File: config.mk
export PLATFORM = sky130hd
export DESIGN_NAME = if_stage
export DESIGN_NICKNAME = d
export VERILOG_FILES = /design/src/rtl/if_stage_pkg.sv /design/src/rtl/if_stage_npc_calc.sv /design/src/rtl/if_stage.sv
export SDC_FILE = /design/constraint.sdc
export NUM_CORES = 1
export LEC_CHECK = 0
export BUFFER_PORTS_ARGS = -buffer_cell sky130_fd_sc_hd__buf_2
export CORE_MARGIN = 2
export CORE_UTILIZATION = 48
export DETAILED_ROUTE_END_ITERATION = 12
export PLACE_DENSITY = 0.78
export SLEW_MARGIN = 20
export SYNTH_ARGS = -nofsm -noshare
export SYNTH_HDL_FRONTEND = slang
export SYNTH_SLANG_ARGS = --single-unit
File: constraint.sdc
create_clock -name clk -period 3.7 [get_ports clk]
set_input_delay 0.555 -clock clk [delete_from_list [all_inputs] [get_ports clk]]
set_output_delay 0.555 -clock clk [all_outputs]
set_load 0.02 [all_outputs]
File: src/rtl/if_stage_pkg.sv
// Shared control encodings for the fetch stage and the controller.
// Holds the next-PC select codes, the exception cause codes, the default vectors and the FSM state type.
package if_stage_pkg;

  localparam logic [2:0] NPC_PLUS4  = 3'd0;
  localparam logic [2:0] NPC_BRANCH = 3'd1;
  localparam logic [2:0] NPC_JUMP   = 3'd2;
  localparam logic [2:0] NPC_JR     = 3'd3;
  localparam logic [2:0] NPC_EXCEPT = 3'd4;

  localparam logic [1:0] CAUSE_NONE     = 2'd0;
  localparam logic [1:0] CAUSE_NPC      = 2'd1;
  localparam logic [1:0] CAUSE_MISALIGN = 2'd2;
  localparam logic [1:0] CAUSE_TIMEOUT  = 2'd3;

  localparam logic [31:0] RESET_PC_DEFAULT   = 32'h0000_3000;
  localparam logic [31:0] EXC_VECTOR_DEFAULT = 32'h0000_4180;

  typedef enum logic {
    ST_FETCH = 1'b0,
    ST_EXEC  = 1'b1
  } if_state_e;

  function automatic logic word_misaligned(input logic [31:0] addr);
    return addr[1:0] != 2'b00;
  endfunction

endpackage

File: src/rtl/if_stage_npc_calc.sv
// Combinational next-PC target computation.
// EXCEPT and the unused encodings fall through to the sequential address; the caller decides on exceptions.
module npc_calc
  import if_stage_pkg::*;
(
  input  logic [31:0] pc,
  input  logic [2:0]  npc_op,
  input  logic [15:0] imm16,
  input  logic [25:0] imm26,
  input  logic [31:0] rs_data,
  output logic [31:0] target,
  output logic        misaligned
);

  logic [31:0] seq_pc;
  logic [31:0] br_off;
  logic [31:0] br_target;
  logic [31:0] j_target;

  assign seq_pc    = pc + 32'd4;
  assign br_off    = {{14{imm16[15]}}, imm16, 2'b00};
  assign br_target = seq_pc + br_off;
  assign j_target  = {seq_pc[31:28], imm26, 2'b00};

  // Select the target and flag word-misaligned register/branch targets
  always_comb begin
    target     = seq_pc;
    misaligned = 1'b0;
    case (npc_op)
      NPC_BRANCH: begin
        target     = br_target;
        misaligned = word_misaligned(br_target);
      end
      NPC_JUMP: begin
        target     = j_target;
        misaligned = 1'b0;
      end
      NPC_JR: begin
        target     = rs_data;
        misaligned = word_misaligned(rs_data);
      end
      default: begin
        target     = seq_pc;
        misaligned = 1'b0;
      end
    endcase
  end

endmodule

File: src/rtl/if_stage.sv
// Instruction fetch stage: two-state FETCH/EXEC sequencer with PC, instruction latch,
// fetch-timeout counter and exception capture (epc/cause).
module if_stage
  import if_stage_pkg::*;
#(
  parameter logic [31:0] RESET_PC   = RESET_PC_DEFAULT,
  parameter logic [31:0] EXC_VECTOR = EXC_VECTOR_DEFAULT,
  parameter int unsigned TIMEOUT    = 255
) (
  input  logic        clk,
  input  logic        rst_n,
  input  logic [2:0]  npc_op,
  input  logic [15:0] imm16,
  input  logic [25:0] imm26,
  input  logic [31:0] rs_data,
  input  logic        stall,
  output logic        imem_req,
  output logic [31:0] imem_addr,
  input  logic        imem_ack,
  input  logic [31:0] imem_rdata,
  output logic [31:0] pc,
  output logic [31:0] pc_plus4,
  output logic [31:0] instr,
  output logic        nop,
  output logic [31:0] epc,
  output logic [1:0]  cause
);

  localparam int unsigned   CW     = (TIMEOUT < 2) ? 1 : $clog2(TIMEOUT + 1);
  localparam logic [CW-1:0] TO_VAL = CW'(TIMEOUT);

  if_state_e   state;
  logic [CW-1:0] tcnt;
  logic [31:0] target;
  logic        misaligned;
  logic        take_ack;
  logic        exc;
  logic [1:0]  exc_code;
  logic        retire;

  npc_calc u_npc_calc (
    .pc         (pc),
    .npc_op     (npc_op),
    .imm16      (imm16),
    .imm26      (imm26),
    .rs_data    (rs_data),
    .target     (target),
    .misaligned (misaligned)
  );

  assign imem_addr = pc;

  // Decide this cycle's event: accepted ack, exception (with code) or normal retire.
  // imem_req is low in the reset-release cycle, so an ack there is not accepted.
  always_comb begin
    take_ack = 1'b0;
    exc      = 1'b0;
    exc_code = CAUSE_NONE;
    retire   = 1'b0;
    case (state)
      ST_FETCH: begin
        if (!imem_req) begin
          take_ack = 1'b0;
        end else if (imem_ack) begin
          take_ack = 1'b1;
        end else if (tcnt == TO_VAL) begin
          exc      = 1'b1;
          exc_code = CAUSE_TIMEOUT;
        end else begin
          take_ack = 1'b0;
        end
      end
      ST_EXEC: begin
        if (stall) begin
          retire = 1'b0;
        end else if (npc_op == NPC_EXCEPT) begin
          exc      = 1'b1;
          exc_code = CAUSE_NPC;
        end else if (misaligned) begin
          exc      = 1'b1;
          exc_code = CAUSE_MISALIGN;
        end else begin
          retire = 1'b1;
        end
      end
      default: begin
        retire = 1'b0;
      end
    endcase
  end

  // Sequencer, PC/instruction registers, timeout counter and exception capture
  always_ff @(posedge clk or negedge rst_n) begin
    if (!rst_n) begin
      state    <= ST_FETCH;
      pc       <= RESET_PC;
      pc_plus4 <= RESET_PC + 32'd4;
      instr    <= 32'd0;
      epc      <= 32'd0;
      cause    <= CAUSE_NONE;
      tcnt     <= '0;
      imem_req <= 1'b0;
      nop      <= 1'b1;
    end else begin
      if (exc) begin
        pc       <= EXC_VECTOR;
        pc_plus4 <= EXC_VECTOR + 32'd4;
        epc      <= pc;
        cause    <= exc_code;
      end else if (retire) begin
        pc       <= target;
        pc_plus4 <= target + 32'd4;
      end
      case (state)
        ST_FETCH: begin
          if (take_ack) begin
            instr    <= imem_rdata;
            state    <= ST_EXEC;
            imem_req <= 1'b0;
            nop      <= 1'b0;
          end else if (exc) begin
            tcnt     <= '0;
            imem_req <= 1'b1;
          end else begin
            imem_req <= 1'b1;
            if (imem_req) begin
              tcnt <= tcnt + CW'(1);
            end
          end
        end
        ST_EXEC: begin
          if (!stall) begin
            state    <= ST_FETCH;
            tcnt     <= '0;
            imem_req <= 1'b1;
            nop      <= 1'b1;
          end
        end
        default: begin
          state    <= ST_FETCH;
          tcnt     <= '0;
          imem_req <= 1'b1;
          nop      <= 1'b1;
        end
      endcase
    end
  end

endmodule

==> results of run 1 <==
==> sequential cells by signal, summed over array words and instances (netlist names) <==
name and cells:
tcnt 8, imem_req 1, nop 1, instr 32, epc 32, cause 2, imem_addr 32, state 1
pc_plus4 30
==> synth_stat cells, drive strengths merged (7+ instances only) <==
library cell,instances
a21o,11
inv,26
nand3,34
buf,58
o21ai,62
a31oi,15
o21a,8
nand4,28
and3,19
clkbuf,23
nor3,15
o22ai,11
nor4,7
xnor2,40
ha,35
and2,9
o211ai,8
and4,8
xor2,27
a22o,19
mux2i,13
a211oi,10
nand2,95
nor2,66
nand2b,16
a211o,7
mux2,64
nor2b,9
o31ai,9
a21oi,43
dfrtp,133
==> power breakdown <==
group	leakage [uW]	internal [uW]	switching (uW)
Sequential	0.00169	2230	506
Clock	0.000301	1170	689
Combinational	0.00479	3540	4440
Total	0.00679	6940	5630
==> kinds of logic (layout without fill, tap and decap cells) <==
family,after synthesis,in the layout,share of synthesized area
buf+inv,107,588,0.0595
simple gates,331,331,0.183
fa+ha+maj,36,36,0.0476
mux,77,77,0.0884
xor+xnor,67,67,0.0617
flops,139,139,0.362
compound gates,261,261,0.198
==> final timing paths <==
check / startpoint / endpoint / slack [ns]
hold reg to reg: pc_plus4[28] / pc_plus4[28] / 0.48
setup / recovery: imem_addr[13] / pc_plus4[31] / -0.41
max in group asynchronous: rst_n / instr[8] / 2.54
min in group clk: imem_rdata[29] / instr[29] / 0.36
setup reg to reg: imem_addr[13] / pc_plus4[31] / -0.41
hold / removal: rst_n / epc[26] / 0.27
==> area by class of cell <==
class                           count  area, um^2  area share
Clock buffer                       22         464      0.0326
Timing Repair Buffer              530        3340       0.234
Sequential cell                   139        3500       0.245
Tap cell                          265         332      0.0233
Multi-Input combinational cell    772        6360       0.446
Clock inverter                     10         166      0.0117
Inverter                           26        97.6     0.00684
==> routing by layer <==
layer | wire (um) | track usage | up-vias
met5 | 0 | 0 | -
met4 | 1900 | 0.175 | 0
met3 | 2390 | 0.0536 | 143
met2 | 18500 | 0.557 | 541
met1 | 13900 | 0.380 | 5093
li1 | - | - | 4661
==> placed cells by master, fill, tap and decap left out, types with 22 or more instances in the layout <==
| master | Yosys | routed |
|---|---|---|
| nand3_1 | 32 | 26 |
| o21ai_0 | 49 | 38 |
| inv_1 | 23 | 22 |
| mux2_2 | 64 | 64 |
| buf_4 | 40 | 242 |
| xnor2_1 | 39 | 26 |
| nor2_1 | 65 | 57 |
| a21oi_1 | 38 | 28 |
| nand4_1 | 26 | 26 |
| xor2_1 | 27 | 25 |
| nand2_1 | 94 | 87 |
| buf_2 | 11 | 275 |
| dfrtp_1 | 133 | 122 |
==> stage by stage <==
stage	hold WS [ns]	worst slack, ns	setup TNS, ns	std cells
4_1_cts	0.354	-0.273	-2.84	1744
5_1_grt	0.362	-0.492	-6.50	1764
3_5_place_dp	0.471	-0.331	-3.25	1686
3_3_place_gp	0.461	-0.257	-1.78	1686
6_report	0.274	-0.408	-4.16	1764
2_1_floorplan	0.259	-0.208	-0.608	1018
==> what timing repair did <==
action / 4_1_cts / 5_1_grt
gates resized for setup: 48 / 83
setup buffers: 27 / 22
pin swaps: 41 / 39
hold buffers: 0 / 0
endpoints found under the setup margin: 20 / 26
==> results.ini, run 1 <==
[synth]
synth_cell_types=99
synthArstFlopShare=1.00
syn_area_per_cell_um2=9.46
synth_top_flop_cell=dfrtp_1
synth_edf_count=0
syn_area_um2=9630
synthCells=1018
yosysWarnings=0
ys_ff_latch=139
synth_top_area_frac=0.346
synth_top_cell_by_area=dfrtp_1
ys_top_cells_by_area=dfrtp_1 35%, mux2_2 7.5%, ha_1 4.5%
ys_seq_area_frac=0.362
syn-num-nets=1167

[setup_path]
crit_top_cell=nand2_2
endpoint_kind=flip-flop
cp-start-kind=flip-flop
r2r_cells=16
path_max_fanout=4
cp.arrival_ns=4.44
crit_chain=and3_4, nand2_2, nor3_1, xor2_1, ha_1, nand2_2, or4_4, o2111ai_4, nand4_1, a31o_2, a311oi_2, nand2_1, o211ai_1, buf_4, a31oi_4, o31ai_2
criticalPathCategory=flip-flop to flip-flop
path_buf_inv=1
crit_required_ns=4.03
crit_slowest_cell=dfstp_2
worstSetupPathDepth=16
critPathTopFamily=simple AND/OR/NAND/NOR gates
max_stage_delay_ns=0.57

[sta]
finalHoldViolations=0
fmax_mhz=243
fin_ws_ns=-0.408
grt_setup_unrepaired=true
min_period_over_period=1.11
fin_skew_ns=0.0126
drv_slew=0
period_needed_ns=4.11
worstMarginPinSlew_ns=0.961
relSlewSlack=0.359
final-setup-viol-count=19

[cts]
numClockSinks=139
clk_latency_ns=0.43
htree_levels=4
cts_tree=built
cts_max_path_buffers=2
clk_pin_slew_ns=0.07
root_buffer=clkbuf_16
numCtsBuffers=17

[place]
dp_hpwl_mm=25.8
portBuffers=276
gp_congestion=0.959
postPlaceCellArea_um2=12600

[pwr]
p_total_uw=12600
power_leakage_uw=0.00679
ir_drop_mv=0.576
power_density_nw_per_um2=882

[global_routing]
grt_pass1_vias=10214
grt_max_degree=121
grt_pass1_wl_mm=54.0
grt_usage=0.321
grt_antenna_before_repair=0
grt_overflow_total=0

[layout]
n_fill_cell=1350
fin_area_um2=14300
area_growth_syn_to_layout_pct=48.1
nets=1635
fin_util=0.728
drive_gt1_frac=0.531
antenna_cells=0

[floorplanning]
die_x_um=146
start_util=0.492
coreArea_um2=19600
die_area_um2=21200
ios=277
fp-row-count=51
fp.dieH_um=146

[detailed_routing]
postRouteAntennaNets=0
first_pass_iters=5
wirelength_mm=36.7
wl_per_cell_um=20.8
via_per_inst=5.92
first_iter_violations=903
route.detailed.drc=0
vias=10438

[min_path]
hp-class=input port to asynchronous set/reset pin

[job]
cap_viol_max_count=0

[status]
violations=setup timing
status=complete, but fails checks

Note: power is estimated with default switching activity, not from simulation.
==> inputs of run 2 (changes only) <==
--- a/config.mk
+++ b/config.mk
@@ -7,9 +7,9 @@
 export LEC_CHECK = 0
 export BUFFER_PORTS_ARGS = -buffer_cell sky130_fd_sc_hd__buf_2
 export CORE_MARGIN = 2
-export CORE_UTILIZATION = 48
+export CORE_UTILIZATION = 45
 export DETAILED_ROUTE_END_ITERATION = 12
-export PLACE_DENSITY = 0.78
+export PLACE_DENSITY = 0.73
 export SLEW_MARGIN = 20
 export SYNTH_ARGS = -nofsm -noshare
 export SYNTH_HDL_FRONTEND = slang
==> run 2 against run 1 <==
The flow still finishes with violations (setup timing). Critical endpoint unchanged. Clock power hardly changed. Flip-flop and latch count stayed put. Clock-buffer cell count is 3 lower. Combinational power is 1% lower. Sequential share of layout area is 0.067 points higher. Setup slack better by 0.057 ns. Via count is 3.7% lower.
==> results.ini, run 2 (synthesized netlist as in run 1, its figures left out) <==
[status]
status=complete, but fails checks
violations=setup timing

[setup_path]
crit_slowest_cell=dfstp_2
crit_top_cell=buf_4
cp.arrival_ns=4.38  ; -0.06 ns
timing.rr.start=imem_addr[13]
worstSetupPathDepth=18  ; +2
path_max_fanout=4  ; unchanged
crit_start=imem_addr[13]
path_buf_inv=4  ; +3
critPathTopFamily=simple AND/OR/NAND/NOR gates
crit_required_ns=4.03  ; about the same
endpoint_kind=flip-flop
reg2reg_to=pc_plus4[31]
cp-start-kind=flip-flop
r2r_slack_ns=-0.35  ; +0.06 ns
crit_end=pc_plus4[31]
max_stage_delay_ns=0.55  ; -0.02 ns
r2r_cells=18  ; +2
crit_chain=and3_4, buf_6, nand3_4, buf_4, nor4_4, or2_4, ha_4, a21o_1, a211o_1, or3_1, o21ai_2, buf_4, buf_4, a31o_1, and2_4, and4_4, a31oi_2, o31ai_2
criticalPathCategory=flip-flop to flip-flop

[detailed_routing]
postRouteAntennaNets=0  ; unchanged
dr_wl_met2_mm=17.5  ; -5.5%
routedLengthMet1_mm=14.1  ; +0.94%
first_iter_violations=651  ; -28%
route.detailed.drc=0  ; unchanged
wl_per_cell_um=19.7  ; -5.2%
first_pass_iters=5  ; unchanged
wirelength_mm=34.9  ; -4.8%
via_per_inst=5.67  ; -4.2%
routed.top_layer=met4
vias=10048  ; -3.7%
wl_met3_mm=1.95  ; -18%

[cts]
htree_levels=4  ; unchanged
root_buffer=clkbuf_16
cts_max_path_buffers=2  ; unchanged
clk_latency_ns=0.42  ; about the same
cts_tree=built
numClockSinks=139  ; unchanged
clk_pin_slew_ns=0.06  ; about the same
numCtsBuffers=17  ; unchanged

[sta]
worstMarginPinSlew_ns=0.984  ; +0.0231 ns
fmax_mhz=247  ; +1.4%
holdWs_ns=0.262  ; -0.0126 ns
fin_skew_ns=0.0233  ; +0.0107 ns
period_needed_ns=4.05  ; -0.0571 ns
min_period_over_period=1.09  ; -0.0154
grt_setup_unrepaired=true
finalHoldViolations=0  ; unchanged
fin_ws_ns=-0.351  ; +0.0571 ns
final-setup-viol-count=17  ; -2
relSlewSlack=0.344  ; -0.0154
drv_slew=0  ; unchanged

[global_routing]
grt_max_degree=108  ; -11%
grt_pass1_vias=9860  ; -3.5%
grt_overflow_total=0  ; unchanged
grt_antenna_before_repair=0  ; unchanged
grt_pass1_wl_mm=52.3  ; -3.1%
grt_usage=0.299  ; -0.0219

[layout]
fin_util=0.677  ; -0.0514
multi_input_area_um2=6340  ; -0.24%
seq_area_um2=3500  ; unchanged
nets=1634  ; -0.061%
n_fill_cell=1621  ; +20%
antenna_cells=0  ; unchanged
mostFrequentLayoutCells=275 x buf_2, 248 x buf_4, 122 x dfrtp_1
layout_commonest_cell=buf_2
fin_area_um2=14200  ; -0.27%
final_cells=1772  ; +0.45%
area_growth_syn_to_layout_pct=47.7
drive_gt1_frac=0.528  ; -0.00263

[pwr]
power_density_nw_per_um2=876  ; -0.67%
ir_drop_mv=0.504  ; -13%
power_leakage_uw=0.00677  ; -0.33%

[job]
cap_viol_max_count=0  ; unchanged

[floorplanning]
die_x_um=150  ; +3.2%
fp-row-count=53  ; +3.9%
die_area_um2=22600  ; +6.5%
fp.dieH_um=150  ; +3.2%
ios=277  ; unchanged
coreArea_um2=21000  ; +7.3%
start_util=0.458  ; -0.0335

[place]
gp_congestion=0.923  ; -3.7%
postPlaceCellArea_um2=12600  ; +0.52%
dp_slack_ns=-0.345  ; -0.0139 ns
placedCellCount=1703  ; +1.0%
portBuffers=276  ; unchanged
dp_hpwl_mm=26.3  ; +2.1%

[min_path]
hp-class=input port to asynchronous set/reset pin

[run 2: worst min path at each step]
stage,startpoint,end,slack (ns),cells past startpoint
2_1_floorplan,rst_n,cause[0],0.26,0
3_3_place_gp,pc_plus4[20],pc_plus4[20],0.46,2
3_5_place_dp,pc_plus4[20],pc_plus4[20],0.47,2
4_1_cts,rst_n,pc_plus4[27],0.30,1
5_1_grt,rst_n,pc_plus4[27],0.34,1
6_report,rst_n,pc_plus4[27],0.26,1
[run 2: routing by layer]
| metal | GRT usage | up-vias |
|---|---|---|
| li1 | - | 4655 |
| met1 | 0.370 | 4881 |
| met2 | 0.522 | 416 |
| met3 | 0.0464 | 96 |
| met4 | 0.118 | 0 |
| met5 | 0 | - |
[run 2: report_power, final]
part | switching [uW] | total, uW | internal (uW)
clock | 658 | 1850 | 1190
combinational | 4330 | 7870 | 3540
sequential | 501 | 2730 | 2230
total | 5490 | 12500 | 6960
[run 2: stage by stage]
| step | power [uW] | TNS, ns |
|---|---|---|
| after floorplan | 6960 | -0.608 |
| after global placement | 9580 | -2.03 |
| after detailed placement | 9720 | -3.52 |
| after CTS | 11900 | -2.10 |
| after global routing | 13200 | -6.10 |
| final | 12500 | -3.25 |
[run 2: layout make-up]
cell class	count	area share
clock buffer	19	0.0304
clock inverter	12	0.0139
inverter	26	0.00686
multi-input combinational	772	0.446
sequential	139	0.246
tap	275	0.0242
timing repair buffer	529	0.232
[run 2: timing repair]
action	4_1_cts	5_1_grt
hold buffers	0	0
gates resized for setup	35	78
hold endpoints to repair	0	0
buffers inserted	23	16
pin swaps	48	56
setup endpoints to repair	21	26
==> inputs of run 3 (changes only) <==
==> constraint.sdc (replaced) <==
create_clock -name clk -period 3.7 [get_ports clk]
set_input_delay 0.185 -clock clk [delete_from_list [all_inputs] [get_ports clk]]
set_output_delay 0.185 -clock clk [all_outputs]
set_load 0.02 [all_outputs]
==> run 3 against run 2 <==
The flow still finishes with violations (setup timing). Sequential power about the same. Flip-flop and latch count unchanged. Fmax down 1.2%. Routed wire length up 0.35%. Cell count down 0.34%. Combinational power down 1%. Clock power down 14%. Sequential share of layout area up 0.28 points. Critical endpoint is now pc_plus4[30].
==> results.ini, run 3 (synthesized netlist as in run 1, its figures left out) <==
[status]
status=complete, but fails checks
violations=setup timing

[sta]
grt_setup_unrepaired=true
fmax_mhz=244  ; -1.2%
finalHoldViolations=0  ; unchanged
worstMarginPinSlew_ns=1.04  ; +0.0528 ns
drv_slew=0  ; unchanged
fin_skew_ns=0.0138  ; -0.00953 ns
fin_ws_ns=-0.399  ; -0.0482 ns
period_needed_ns=4.10  ; +0.0482 ns
min_period_over_period=1.11  ; +0.0130
relSlewSlack=0.306  ; -0.0378
final-setup-viol-count=18  ; +1
tns_ns=-3.36  ; -0.105 ns

[layout]
n_fill_cell=1627  ; +0.37%
multi_input_area_um2=6270  ; -1.2%
area_growth_syn_to_layout_pct=46.0
drive_gt1_frac=0.510  ; -0.0180
seq_area_um2=3500  ; unchanged
nets=1627  ; -0.43%
fin_util=0.669  ; -0.00756
layout_commonest_cell=buf_2
antenna_cells=0  ; unchanged
final_cells=1766  ; -0.34%
mostFrequentLayoutCells=275 x buf_2, 222 x buf_4, 122 x dfrtp_1

[floorplanning]
fp-row-count=53  ; unchanged
fp.dieH_um=150  ; unchanged
start_util=0.458  ; unchanged
die_x_um=150  ; unchanged
ios=277  ; unchanged
coreArea_um2=21000  ; unchanged
die_area_um2=22600  ; unchanged

[cts]
clk_pin_slew_ns=0.06  ; about the same
cts_tree=built
clk_latency_ns=0.42  ; about the same
htree_levels=4  ; unchanged
cts_max_path_buffers=2  ; unchanged
numCtsBuffers=17  ; unchanged
numClockSinks=139  ; unchanged
root_buffer=clkbuf_16

[place]
placedCellCount=1688  ; -0.88%
gp_congestion=0.938  ; +1.6%
portBuffers=276  ; unchanged
dp_hpwl_mm=26.1  ; -0.88%
dp_slack_ns=-0.349  ; -0.00343 ns

[global_routing]
grt_antenna_before_repair=0  ; unchanged
grt_pass1_wl_mm=52.2  ; -0.11%
grt_overflow_total=0  ; unchanged
grt_max_degree=88  ; -19%
grt_pass1_vias=9831  ; -0.29%
grt_usage=0.299  ; about the same

[pwr]
power_density_nw_per_um2=862  ; -1.6%
power_leakage_uw=0.00667  ; -1.5%
p_total_uw=12100  ; -2.7%
ir_drop_mv=0.525  ; +4.1%

[setup_path]
critPathTopFamily=simple AND/OR/NAND/NOR gates
crit_required_ns=4.02  ; about the same
crit_top_cell=buf_4
max_stage_delay_ns=0.58  ; +0.03 ns
cp-start-kind=flip-flop
crit_slowest_cell=or4_4
criticalPathCategory=flip-flop to flip-flop
path_max_fanout=4  ; unchanged
crit_start=imem_addr[3]
timing.rr.start=imem_addr[3]
cp.arrival_ns=4.42  ; +0.04 ns
crit_chain=buf_4, nand4_1, nor4_2, xor2_1, buf_4, ha_4, nand2_1, or4_4, o2111ai_4, a41oi_2, buf_4, o41a_1, a31oi_4, nand4_1, xor2_1, o31ai_2
endpoint_kind=flip-flop
path_buf_inv=3  ; -1

[detailed_routing]
route.detailed.drc=0  ; unchanged
first_pass_iters=5  ; unchanged
wl_per_cell_um=19.9  ; +0.69%
wirelength_mm=35.1  ; +0.35%
vias=10122  ; +0.74%
via_per_inst=5.73  ; +1.1%
postRouteAntennaNets=0  ; unchanged
first_iter_violations=648  ; -0.46%

[job]
cap_viol_max_count=0  ; unchanged

[min_path]
hp-class=input port to flip-flop
min_from=imem_rdata[8]

[run 3: cell count changes in the layout (fill, tap and decap cells not counted), sizes merged]
| cell | previous run | this run |
|---|---|---|
| bufinv | 5 | 1 |
| buf | 529 | 505 |
| clkbuf | 19 | 21 |
| dlygate4sd3 | 0 | 17 |
| clkinvlp | 2 | 5 |
| inv | 27 | 26 |
| clkinv | 4 | 5 |
[run 3: worst register-to-register path: stages (launching register included)]
cell       delay, ns
dfrtp_2         0.41
buf_4           0.13
nand4_1         0.19
nor4_2          0.37
xor2_1          0.13
buf_4           0.18
ha_4            0.28
nand2_1         0.07
or4_4           0.58
o2111ai_4       0.28
a41oi_2         0.17
buf_4           0.18
o41a_1          0.36
a31oi_4         0.19
nand4_1         0.14
xor2_1          0.17
o31ai_2         0.17
[run 3: power by group]
group	internal (uW)	leakage [uW]	total, uW	switching (uW)
sequential	2230	0.00169	2740	514
clock	940	0.000255	1600	659
combinational	3470	0.00472	7780	4300
total	6640	0.00667	12100	5480
[run 3: worst paths after layout]
path / end / slack, ns / cells past startpoint
setup / recovery: pc_plus4[30] / -0.40 / 16
hold / removal: instr[8] / 0.005 / 2
setup reg to reg: pc_plus4[30] / -0.40 / 16
hold reg to reg: pc_plus4[20] / 0.48 / 2
max in group asynchronous: instr[3] / 2.33 / 3
min in group asynchronous: epc[24] / 0.40 / 2
[run 3: timing repair]
action / 4_1_cts / 5_1_grt
hold buffers: 17 / 0
pin swaps: 40 / 69
hold endpoints to repair: 97 / 0
resized for setup: 37 / 78
buffers inserted: 12 / 18
endpoints found under the setup margin: 19 / 24
[run 3: through the flow]
step                area (um^2)  hold WS, ns
global route              14100     0.000863
CTS                       13500      0.00102
detailed placement        12500        0.295
floorplan                  9780       -0.111
finish                    14100      0.00460
global placement          12500        0.296
[run 3: layer usage]
layer / wire length, um / vias up / GRT usage
met5: 0 / - / 0
met4: 1530 / 0 / 0.137
met3: 2090 / 109 / 0.0464
met2: 17500 / 473 / 0.518
met1: 13900 / 4883 / 0.365
li1: - / 4657 / -
[run 3: area by class of cell]
type                    count  area share
multi-input cells         772       0.446
clock buffers              21      0.0320
well taps                 275      0.0245
inverters                  26     0.00694
clock inverters            11     0.00712
repair buffers            522       0.235
flip-flops and latches    139       0.249
